==> config.mk <==
export PLATFORM = sky130hd
export DESIGN_NAME = cpu3_core
export DESIGN_NICKNAME = d
export VERILOG_FILES = /design/src/rtl/cpu3_pkg.sv /design/src/rtl/cpu3_sequencer.sv /design/src/rtl/cpu3_core.sv
export SDC_FILE = /design/constraint.sdc
export NUM_CORES = 1
export LEC_CHECK = 0
export ABC_AREA = 1
export ABC_CLOCK_PERIOD_IN_PS = 4200
export BUFFER_PORTS_ARGS = -buffer_cell sky130_fd_sc_hd__buf_2
export CAP_MARGIN = 40
export CORE_MARGIN = 1
export CORE_UTILIZATION = 60
export DETAILED_ROUTE_END_ITERATION = 7
export PLACE_DENSITY = 0.85
export SYNTH_ARGS = -nofsm -noshare
export SYNTH_HDL_FRONTEND = slang
export SYNTH_SLANG_ARGS = --single-unit
export TNS_END_PERCENT = 50
==> constraint.sdc <==
create_clock -name clock -period 4.2 [get_ports clock]
set_input_delay 0 -clock clock [delete_from_list [all_inputs] [get_ports clock]]
set_output_delay 0 -clock clock [all_outputs]
set_load 0.02 [all_outputs]
==> src/rtl/cpu3_pkg.sv <==
// Shared types for the cpu3 accumulator machine: opcode encoding, sequencer states
// and the decode helper used by the sequencer.
package cpu3_pkg;

  typedef enum logic [2:0] {
    OP_LOAD  = 3'd0,
    OP_STORE = 3'd1,
    OP_ADD   = 3'd2,
    OP_SUB   = 3'd3,
    OP_BNE   = 3'd4,
    OP_IN    = 3'd5,
    OP_OUT   = 3'd6,
    OP_HALT  = 3'd7
  } opcode_e;

  typedef enum logic [2:0] {
    ST_FETCH  = 3'd0,
    ST_DECODE = 3'd1,
    ST_MEM_RD = 3'd2,
    ST_MEM_WR = 3'd3,
    ST_HALT   = 3'd4
  } state_e;

  function automatic logic is_rd_op(input opcode_e op);
    return (op == OP_LOAD) || (op == OP_ADD) || (op == OP_SUB);
  endfunction

endpackage

==> src/rtl/cpu3_sequencer.sv <==
// Control FSM for cpu3: walks FETCH/DECODE/MEM_RD/MEM_WR/HALT and owns the
// registered memory-request controls and the halted flag.
module cpu3_sequencer
  import cpu3_pkg::*;
(
  input  logic    clock,
  input  logic    n_reset,
  input  opcode_e op,
  input  logic    op_valid,
  input  logic    mem_ready,
  output state_e  state,
  output logic    mem_req,
  output logic    mem_we,
  output logic    halted
);

  state_e state_r;
  logic   mem_req_r;
  logic   mem_we_r;
  logic   halted_r;

  // State register with request controls registered alongside the next state
  always_ff @(posedge clock or negedge n_reset) begin
    if (!n_reset) begin
      state_r   <= ST_FETCH;
      mem_req_r <= 1'b1;
      mem_we_r  <= 1'b0;
      halted_r  <= 1'b0;
    end else begin
      case (state_r)
        ST_FETCH: begin
          if (mem_ready) begin
            state_r   <= ST_DECODE;
            mem_req_r <= 1'b0;
          end
        end
        ST_DECODE: begin
          if (op_valid && is_rd_op(op)) begin
            state_r   <= ST_MEM_RD;
            mem_req_r <= 1'b1;
            mem_we_r  <= 1'b0;
          end else if (op_valid && (op == OP_STORE)) begin
            state_r   <= ST_MEM_WR;
            mem_req_r <= 1'b1;
            mem_we_r  <= 1'b1;
          end else if (op_valid && (op == OP_HALT)) begin
            state_r   <= ST_HALT;
            mem_req_r <= 1'b0;
            halted_r  <= 1'b1;
          end else begin
            state_r   <= ST_FETCH;
            mem_req_r <= 1'b1;
            mem_we_r  <= 1'b0;
          end
        end
        ST_MEM_RD, ST_MEM_WR: begin
          if (mem_ready) begin
            state_r   <= ST_FETCH;
            mem_req_r <= 1'b1;
            mem_we_r  <= 1'b0;
          end
        end
        ST_HALT: begin
          state_r <= ST_HALT;
        end
        default: begin
          state_r   <= ST_FETCH;
          mem_req_r <= 1'b1;
          mem_we_r  <= 1'b0;
          halted_r  <= 1'b0;
        end
      endcase
    end
  end

  assign state   = state_r;
  assign mem_req = mem_req_r;
  assign mem_we  = mem_we_r;
  assign halted  = halted_r;

endmodule

==> src/rtl/cpu3_core.sv <==
// cpu3 accumulator CPU top: holds PC/IR/ACC/display and executes the datapath
// actions selected by the cpu3_sequencer state.
module cpu3_core
  import cpu3_pkg::*;
#(
  parameter int WORD_W = 8,
  parameter int OP_W   = 3
) (
  input  logic                     clock,
  input  logic                     n_reset,
  output logic                     mem_req,
  output logic                     mem_we,
  output logic [WORD_W-OP_W-1:0]   mem_addr,
  output logic [WORD_W-1:0]        mem_wdata,
  input  logic [WORD_W-1:0]        mem_rdata,
  input  logic                     mem_ready,
  input  logic [WORD_W-1:0]        switches,
  output logic [WORD_W-1:0]        display,
  output logic                     z_flag,
  output logic                     halted
);

  localparam int A_W = WORD_W - OP_W;

  if ((OP_W < 3) || (WORD_W <= OP_W)) begin : g_bad_params
    $error("cpu3_core: requires OP_W >= 3 and WORD_W > OP_W");
  end

  logic [A_W-1:0]    pc_r;
  logic [WORD_W-1:0] ir_r;
  logic [WORD_W-1:0] acc_r;
  logic [WORD_W-1:0] display_r;
  logic [OP_W-1:0]   op_raw_s;
  logic [A_W-1:0]    operand_s;
  logic              op_valid_s;
  opcode_e           op_s;
  state_e            state_s;
  logic [A_W-1:0]    mem_addr_s;

  assign op_raw_s  = ir_r[WORD_W-1 -: OP_W];
  assign operand_s = ir_r[A_W-1:0];
  assign op_s      = opcode_e'(op_raw_s[2:0]);

  // Wider opcode fields decode anything above 7 as a NOP
  if (OP_W > 3) begin : g_wide_op
    assign op_valid_s = (op_raw_s[OP_W-1:3] == {(OP_W-3){1'b0}});
  end else begin : g_narrow_op
    assign op_valid_s = 1'b1;
  end

  cpu3_sequencer u_seq (
    .clock     (clock),
    .n_reset   (n_reset),
    .op        (op_s),
    .op_valid  (op_valid_s),
    .mem_ready (mem_ready),
    .state     (state_s),
    .mem_req   (mem_req),
    .mem_we    (mem_we),
    .halted    (halted)
  );

  // Address source: PC while fetching, instruction operand otherwise
  always_comb begin
    mem_addr_s = pc_r;
    if (state_s == ST_FETCH) begin
      mem_addr_s = pc_r;
    end else begin
      mem_addr_s = operand_s;
    end
  end

  // Architectural registers; updates only on completed accesses or in DECODE
  always_ff @(posedge clock or negedge n_reset) begin
    if (!n_reset) begin
      pc_r      <= {A_W{1'b0}};
      ir_r      <= {WORD_W{1'b0}};
      acc_r     <= {WORD_W{1'b0}};
      display_r <= {WORD_W{1'b0}};
    end else begin
      case (state_s)
        ST_FETCH: begin
          if (mem_ready) begin
            ir_r <= mem_rdata;
            pc_r <= pc_r + A_W'(1);
          end
        end
        ST_DECODE: begin
          if (op_valid_s) begin
            case (op_s)
              OP_BNE: begin
                if (acc_r != {WORD_W{1'b0}}) pc_r <= operand_s;
              end
              OP_IN:   acc_r     <= switches;
              OP_OUT:  display_r <= acc_r;
              default: ;
            endcase
          end
        end
        ST_MEM_RD: begin
          if (mem_ready) begin
            case (op_s)
              OP_LOAD: acc_r <= mem_rdata;
              OP_ADD:  acc_r <= acc_r + mem_rdata;
              OP_SUB:  acc_r <= acc_r - mem_rdata;
              default: ;
            endcase
          end
        end
        default: ;
      endcase
    end
  end

  assign mem_addr  = mem_addr_s;
  assign mem_wdata = acc_r;
  assign display   = display_r;
  assign z_flag    = (acc_r == {WORD_W{1'b0}});

endmodule
* Word-level counts from Yosys, hierarchy flattened *
Cells that the tools add are included.

word-level totals
  register bits = 35
  output and inout port bits = 25
  word-level logic and storage cells = 84

cells by class
  add/sub/neg operators = 3
  eq/ne operators = 22
  muxes and demuxes = 29
  bitwise gates (word level) = 3
  reductions and logical operators = 19

operators with widths
  kind                 number
  $pmux 8 s3           1
  $mux 5               4
  $mux 8               2
  $ne 2x2->1 const B   8
  $pmux 8 s2           1
  $eq 3x3->1 const B   5
  $mux 3               5
  $eq 3x2->1 const B   4
  $pmux 3 s4           1
  $reduce_and 4->1     3
  $mux 1               11
  $pmux 5 s2           1
  $add 8x8->8          1
  $logic_not 8->1      1
  $reduce_bool 8->1    1
  $sub 8x8->8          1
  $eq 3x1->1 const B   2
  $logic_not 3->1      2
  $reduce_and 2->1     3
  $reduce_and 3->1     2
  $add 5x1->5 const B  1
  $ne 4x1->1 const B   1
  $ne 4x2->1 const B   1
  $pmux 1 s4           1
  other kinds (8)      13

* Depth between registers and ports, before layout *
Gate-level depths: netlist (run 1).

  depth in word-level cells = 5
  depth in mapped cells = 17

* By module *
A second synthesis (run 1) with hierarchy kept.

unflattened totals
  cells, all modules = 317
  area, all modules = 2,376.0 sq um

by module, submodules not included
  module          times used  cells each  area each (sq um)  sequential area each (sq um)
  cpu3_core       1           265         2,020.7            725.7
  cpu3_sequencer  1           52          355.3              151.4

* Worst setup path after synthesis (run 1) *
Ideal clock, no wire load.

  path kind = reg-to-reg
  start point = reg ir_r[7]
  end point = reg acc_r[5], in the netlist mem_wdata[5]
  setup time = 0.077 ns
  data arrival time = 2.012 ns
  data required time = 4.123 ns
  path slack = 2.110 ns
  stages on the path, launching flop included = 14
  path buffers = 0
  clock period less this slack = 2.090 ns
  cells stage by stage = dfrtp_1 -> inv_2 -> nand3_4 -> nand2_2 -> xor2_1 -> inv_1 -> ha_1 -> nand2_1 -> or2_2 -> nand3_1 -> nand2_1 -> nand3_1 -> nand2_1 -> a21oi_1

on the way
  cells in the longest elaborated chain, start to end = 4

ends and longest elaborated chain
  what                                           RTL line          RTL
  from (decl)                                    cpu3_core.sv:30   logic [WORD_W-1:0] ir_r;
  from (signal assigned)                         cpu3_core.sv:77   ir_r <= {WORD_W{1'b0}};
  from (signal assigned)                         cpu3_core.sv:84   ir_r <= mem_rdata;
  $eq 3x2->1 or $logic_not 3->1 (tied branches)  cpu3_core.sv:102  case (op_s)
  $pmux 8 s3                                     cpu3_core.sv:102
  $mux 8                                         cpu3_core.sv:101  if (mem_ready) begin
  $pmux 8 s2                                     cpu3_core.sv:81   case (state_s)
  to (signal assigned)                           cpu3_core.sv:103  OP_LOAD: acc_r <= mem_rdata;
  to (signal assigned)                           cpu3_core.sv:104  OP_ADD: acc_r <= acc_r + mem_rdata;
  to (signal assigned)                           cpu3_core.sv:105  OP_SUB: acc_r <= acc_r - mem_rdata;
  to (decl)                                      cpu3_core.sv:31   logic [WORD_W-1:0] acc_r;

Several ways; a longest one is shown, not always the timed one. The select of a mux whose other input is x is not followed.
A chain may end at the register's enable or synchronous reset.

* Final worst setup path (run 1) *
  start point = in mem_rdata[0]
  end point = reg acc_r[7], in the netlist mem_wdata[7]

on the way
  cells in the longest elaborated chain, start to end = 4

ends and longest elaborated chain
  what                                        RTL line                            RTL
  from (decl)                                 cpu3_core.sv:15                     input logic [WORD_W-1:0] mem_rdata,
  $sub 8x8->8 or $add 8x8->8 (tied branches)  cpu3_core.sv:105, cpu3_core.sv:104
  $pmux 8 s3 *                                cpu3_core.sv:102
  $mux 8 *                                    cpu3_core.sv:101
  $pmux 8 s2 *                                cpu3_core.sv:81

Mark *: on every way between the ends. The rest lies on a longest branch, timed or not. The select of a mux whose other input is x is not followed.

==> impl_metrics.tcl, run 1 <==
set metrics [dict create \
    outcome "finished clean" \
    setup_tns_ps 0 \
    die_h_um 64.55 \
    routedWlPerCell_um 13.75 \
    r2r_setup_slack_ps 1900 \
    clkSlewWorstSetupHoldPaths_ps 70 \
    worstHoldEndpoint "mem_wdata[4]" \
    synthMostInstantiatedCell "nand2_1" \
    grt_antenna_before_repair 0 \
    worst_slack_ps 1701 \
    rows 22 \
    syn_nets 318 \
    grt_pass1_wl_mm 8.990 \
    ys_seq_area_share_pct 37.37 \
    num_vias 2145 \
    yosysTopAreaCellShare_pct 36.25 \
    required_ps 4420 \
    synth-edff-count 0 \
    numCtsBuffers 5 \
    htreeDepth 2 \
    cp_max_fo 4 \
    cts_tree "done" \
    antenna_cells 0 \
    hold_depth 3 \
    io_pins 44 \
    setup_viol 0 \
    maxCapViolCount 0 \
    post_cts_resized 0 \
    synth_area_leaders "dfrtp_1, nand2_1, inv_1, o21ai_0, ha_1" \
    cp_data_arrival_time_ps 2710 \
    ff2ff_path_depth 13 \
    switchingPower_mw 1.153 \
    finalHoldViolCount 0 \
    core_area_sq_um 3716 \
    rsz0062_at_grt "no" \
    netlist_area_sq_um 2347 \
    synth_warnings 0 \
    detail-route-antenna-nets 0 \
    ys_ff_latch 35 \
    reg2reg_to "mem_wdata[5]" \
    pwr-share-clk_pct 13.0 \
    max-slew-margin-rel_pct 48.74 \
    synth_common_cells "nand2_1, dfrtp_1, inv_1, nor2_1, o21ai_0" \
    hold_path_class "in -> reg" \
    p_int_mw 1.167 \
    io_buffers 43 \
    clock-skew-final_ps 8.497 \
    clockRootBuffer "clkbuf_8" \
    place_area_sq_um 2606 \
    final_area_sq_um 2779 \
    setup.worst_path.end_class "flip-flop" \
    clk_latency_ps 290 \
    netSwitchingFraction_pct 49.71 \
    grt_pass1_vias 1967 \
    clockBufferDepth 2 \
    critPathKind "in -> reg" \
    die_w_um 64.55 \
    p_comb_share_pct 58.2 \
    min_from "switches[4]" \
    place.gp.congestion 0.9090 \
    final-max-slew-violation-count 0 \
    p_leak_nw 1.426 \
    firstDrtPassIters 4 \
    ys_types 39 \
    postCtsSetupBuffers 0 \
    async_flop_share_pct 100.0 \
    viasPerCell 5.472 \
    worst_pin_slew_ps 763.1 \
    syn_inst 289 \
    syn_to_final_growth_pct 18.39 \
    fin_crit_sh_pct 59.49 \
    final.min_clock_period_ps 2499 \
    avgSynthCellArea_sq_um 8.122 \
    drive_above_1_share_pct 25.58 \
    initial_utilization_pct 63.16 \
    grt_usage_pct 28.31 \
    clock-sinks 35 \
    grt_start_max_net_pins 36 \
    yosysTopAreaCell "dfrtp_1" \
    fin_nets 372 \
    die-area_sq_um 4166 \
    drt_iter0_drc 172 \
    ir_drop_mv 0.4168 \
    rr_startpoint "ir_r[7]" \
    gr-total-overflow 0 \
    pre_cts_ws_ps 1929 \
    holdBufCountCts 6 \
    drt_wl_total_mm 5.391 \
    seqPwrFrac_pct 28.8 \
    timing.fmax_ghz 0.4002 \
    cp-start-kind "primary input" \
    pwr_density_cell_nw_per_um2 834.9 \
    synth_ff_type "dfrtp_1" \
    drcViolationCount 0 \
    dp_hpwl_mm 4.070 \
]
==> power by group through the flow <==
stage	clock network, mW	logic (mW)	registers (mW)
2_1_floorplan	0	0.907	0.749
3_3_place_gp	0	1.29	0.665
3_5_place_dp	0	1.33	0.670
4_1_cts	0.305	1.34	0.665
5_1_grt	0.318	1.50	0.692
6_report	0.303	1.35	0.668
==> layout make-up <==
type | instances | area (sq um)
multi-input cells | 209 | 1285
fillers | 283 | 937.1
flip-flops and latches | 35 | 877.1
repair buffers | 49 | 275.3
inverters | 43 | 168.9
clock buffers | 5 | 68.82
well taps | 48 | 60.06
clock inverters | 3 | 43.79
==> cell usage in the layout, fill, tap and decap left out, drive strengths merged <==
master	instances
o22ai	2
mux2	5
o21ai	29
dlygate4sd3	6
dfrtp	34
buf	43
clkinv	2
nand4	5
nor2	31
nand3	17
nor4	1
mux2i	5
xnor2	2
o31ai	1
nand2	61
bufinv	1
dfstp	1
ha	9
clkbuf	5
o221ai	2
xor2	8
fa	1
a22oi	2
a21oi	23
inv	43
or2	2
nor3	3
==> flip-flops by register name (all words and copies together) (netlist names) <==
signal	count
display	8
ir_r	8
mem_wdata	8
pc_r	5
u_seq.halted	1
u_seq.mem_req	1
u_seq.mem_we	1
u_seq.state	3
==> worst max-delay path: stages <==
cell and delay (ps):
dlygate4sd3_1 530, buf_2 150, inv_1 120, ha_1 160, inv_1 60, nor3_1 120, inv_1 70, o31ai_1 230
xor2_1 220, ha_1 310, nand2_1 100, inv_1 50, a21oi_1 140, nand2_1 90, inv_1 50, nand2_1 40
nand3_1 70, nand2_1 70, a21oi_1 140
==> worst max-delay path by stage <==
| stage | from | end | slack [ps] | cells past startpoint |
|---|---|---|---|---|
| 6_report | mem_rdata[0] | mem_wdata[7] | 1700 | 19 |
| 5_1_grt | mem_rdata[0] | mem_wdata[7] | 1440 | 19 |
| 4_1_cts | mem_rdata[0] | mem_wdata[7] | 1710 | 19 |
| 3_5_place_dp | ir_r[7] | mem_wdata[5] | 1930 | 13 |
| 3_3_place_gp | ir_r[7] | mem_wdata[6] | 2000 | 13 |
| 2_1_floorplan | ir_r[7] | mem_wdata[5] | 2110 | 13 |
==> stage by stage <==
step           hold WS [ps]  cells  power [mW]  utilization [%]
6_report              3.204    392       2.320            74.78
5_1_grt               23.48    392       2.512            74.78
4_1_cts               1.537    392       2.313            74.78
3_5_place_dp          116.7    378       1.999            70.13
3_3_place_gp          117.3    378       1.956            70.13
2_1_floorplan        -295.6    289       1.657                -
==> kinds of logic (layout without fill, tap and decap cells) <==
logic type      Yosys count  after routing  synth area share [%]
compound gates           59             59                 14.77
xor+xnor                 10             10                 3.732
fa+ha+maj                10             10                 5.650
buf+inv                  45            100                 7.889
mux                      10             10                 5.171
flops                    35             35                 37.37
simple gates            120            120                 25.43
==> per-layer routing <==
layer / vias up / track usage (%) / wire length, um / part of all wire, %
met2: 65 / 45.39 / 2553 / 47
met3: 10 / 4.754 / 281 / 5.2
li1: 1059 / - / - / -
met1: 1011 / 38.13 / 2466 / 46
met4: 0 / 10.83 / 90 / 1.7
met5: - / 0 / 0 / 0
Note: power is estimated with default switching activity, not from simulation.
==> inputs of run 2 (changes only) <==
Settings changed: ABC_CLOCK_PERIOD_IN_PS 4200 to 2250, CORE_UTILIZATION 60 to 50, PLACE_DENSITY 0.85 to 0.76.
Clock period 4.2 ns to 2.25 ns, I/O delays scaled along.
==> run 2 against run 1 <==
The flow now finishes with violations (DRC). Sequential share of layout area decreased by 0.71 points. Register-to-register slack worse by 1800 ps. Power increased by 89%. Critical endpoint is now mem_wdata[6].
==> impl_metrics.tcl, run 2 (synthesis results as in run 1) <==
set metrics [dict create \
    outcome "finished, violations left" \
    violations "DRC" \
    hold_depth 3 \
    dp_hpwl_mm 4.272 \
    die_w_um 70.52 \
    gr-total-overflow 0 \
    place.gp.congestion 0.9550 \
    pwr_density_cell_nw_per_um2 1543 \
    rows 24 \
    drive_above_1_share_pct 28.49 \
    fin_nets 380 \
    io_pins 44 \
    grt_antenna_before_repair 0 \
    syn_to_final_growth_pct 21.11 \
    worstHoldEndpoint "mem_wdata[6]" \
    antenna_cells 0 \
    critPathKind "reg -> reg" \
    rr_startpoint "ir_r[7]" \
    numCtsBuffers 5 \
    fin_crit_sh_pct 94.40 \
    htreeDepth 2 \
    ir_drop_mv 0.7255 \
    setup.worst_path.end_class "flip-flop" \
    finalPower_mw 4.386 \
    min_from "switches[6]" \
    clkSlewWorstSetupHoldPaths_ps 70 \
    detail-route-antenna-nets 0 \
    hold_path_class "in -> reg" \
    cp-start-kind "flip-flop" \
    place_area_sq_um 2664 \
    clock-sinks 35 \
    cp_data_arrival_time_ps 2350 \
    layout_common_cells "nand2_1, buf_2, dfrtp_1" \
    clockBufferDepth 2 \
    clockRootBuffer "clkbuf_8" \
    grt_pass1_vias 1953 \
    mostFrequentLayoutCell "nand2_1" \
    grt_pass1_wl_mm 9.135 \
    finalHoldViolCount 0 \
    drt_wl_total_mm 5.630 \
    maxCapViolCount 0 \
    timing.fmax_ghz 0.4708 \
    drcViolationCount 6 \
    cp_max_fo 8 \
    initial_utilization_pct 52.82 \
    required_ps 2470 \
    die-area_sq_um 4972 \
    setup_viol 0 \
    clk_latency_ps 290 \
    core_area_sq_um 4444 \
    drt_iter0_drc 189 \
    worst_pin_slew_ps 791.8 \
    ff2ff_path_depth 13 \
    p_leak_nw 1.454 \
    die_h_um 70.52 \
    final-max-slew-violation-count 0 \
    io_buffers 43 \
    reg2reg_to "mem_wdata[6]" \
    firstDrtPassIters 6 \
    viasPerCell 5.397 \
    grt_usage_pct 23.81 \
    grt_start_max_net_pins 36 \
    clock-skew-final_ps 5.596 \
    routedWlPerCell_um 13.97 \
    max-slew-margin-rel_pct 47.22 \
    r2r_setup_slack_ps 130 \
    final_area_sq_um 2843 \
    cts_tree "done" \
    final.min_clock_period_ps 2124 \
    num_vias 2175 \
]
[run 2: changes by cell type in the layout (fill, tap and decap cells not counted), sizes merged]
| cell | previous run | this run |
|---|---|---|
| buf | 43 | 52 |
| clkinv | 2 | 1 |
| dlygate4sd3 | 6 | 5 |
| clkbuf | 5 | 6 |
| bufinv | 1 | 0 |
[run 2: final cells by class]
class | instances | area (sq um)
fill | 407 | 1602
multi-input combinational | 209 | 1311
sequential | 35 | 877.1
timing repair buffer | 57 | 332.8
inverter | 43 | 168.9
clock buffer | 6 | 82.58
tap | 52 | 65.06
clock inverter | 1 | 5.005
[run 2: worst max path at each step]
| stage | start | end | slack, ps |
|---|---|---|---|
| floorplan | ir_r[7] | mem_wdata[5] | 160 |
| global placement | ir_r[7] | mem_wdata[5] | 140 |
| detailed placement | ir_r[7] | mem_wdata[5] | 90 |
| CTS | ir_r[7] | mem_wdata[5] | 80 |
| global route | ir_r[7] | mem_wdata[3] | -7 |
| finish | ir_r[7] | mem_wdata[6] | 130 |
[run 2: repair_timing]
action / in CTS / in global routing
endpoints found under the hold margin: 38 / 0
endpoints found under the setup margin: 0 / 5
buffers inserted: 0 / 2
hold buffers: 5 / 0
gates resized for setup: 0 / 6
[run 2: per-stage QoR]
stage / TNS, ps / instances / setup slack, ps / utilization (%) / hold slack [ps]
after floorplan: 0 / 289 / 160.5 / - / -295.6
after global placement: 0 / 389 / 136.6 / 59.94 / 127.1
after detailed placement: 0 / 389 / 92.47 / 59.94 / 123.1
after CTS: 0 / 401 / 77.62 / 63.03 / 0.04585
after global routing: -8.492 / 403 / -6.915 / 63.96 / 0.7444
final: 0 / 403 / 126.1 / 63.96 / 0.7470
[run 2: power by group]
group	total [mW]	internal [mW]	leakage, nW	switching, mW
Combinational	2.69	1.02	0.983	1.68
Clock	0.473	0.240	0.0470	0.233
Sequential	1.22	0.936	0.424	0.283
Total	4.39	2.19	1.45	2.19
[run 2: per-layer routing]
layer	vias up	share of wire (%)	wire length, um	track usage, %
met5	-	0	0	0
met4	0	1.5	82	8.390
met3	6	5.9	332	4.040
met2	70	45	2526	35.06
met1	1019	48	2688	35.23
li1	1080	-	-	-
[run 2: worst max-delay path: stages (launching register included)]
cell     delay [ps]
dfrtp_1         390
inv_2            80
nand3_4         120
o21ai_0         110
nand2_1          80
xor2_1          150
ha_1            370
nand2_1          80
or2_2           310
nand3_1          80
nand2_1          50
nand3_1          60
nand2_1          50
a21oi_1         110
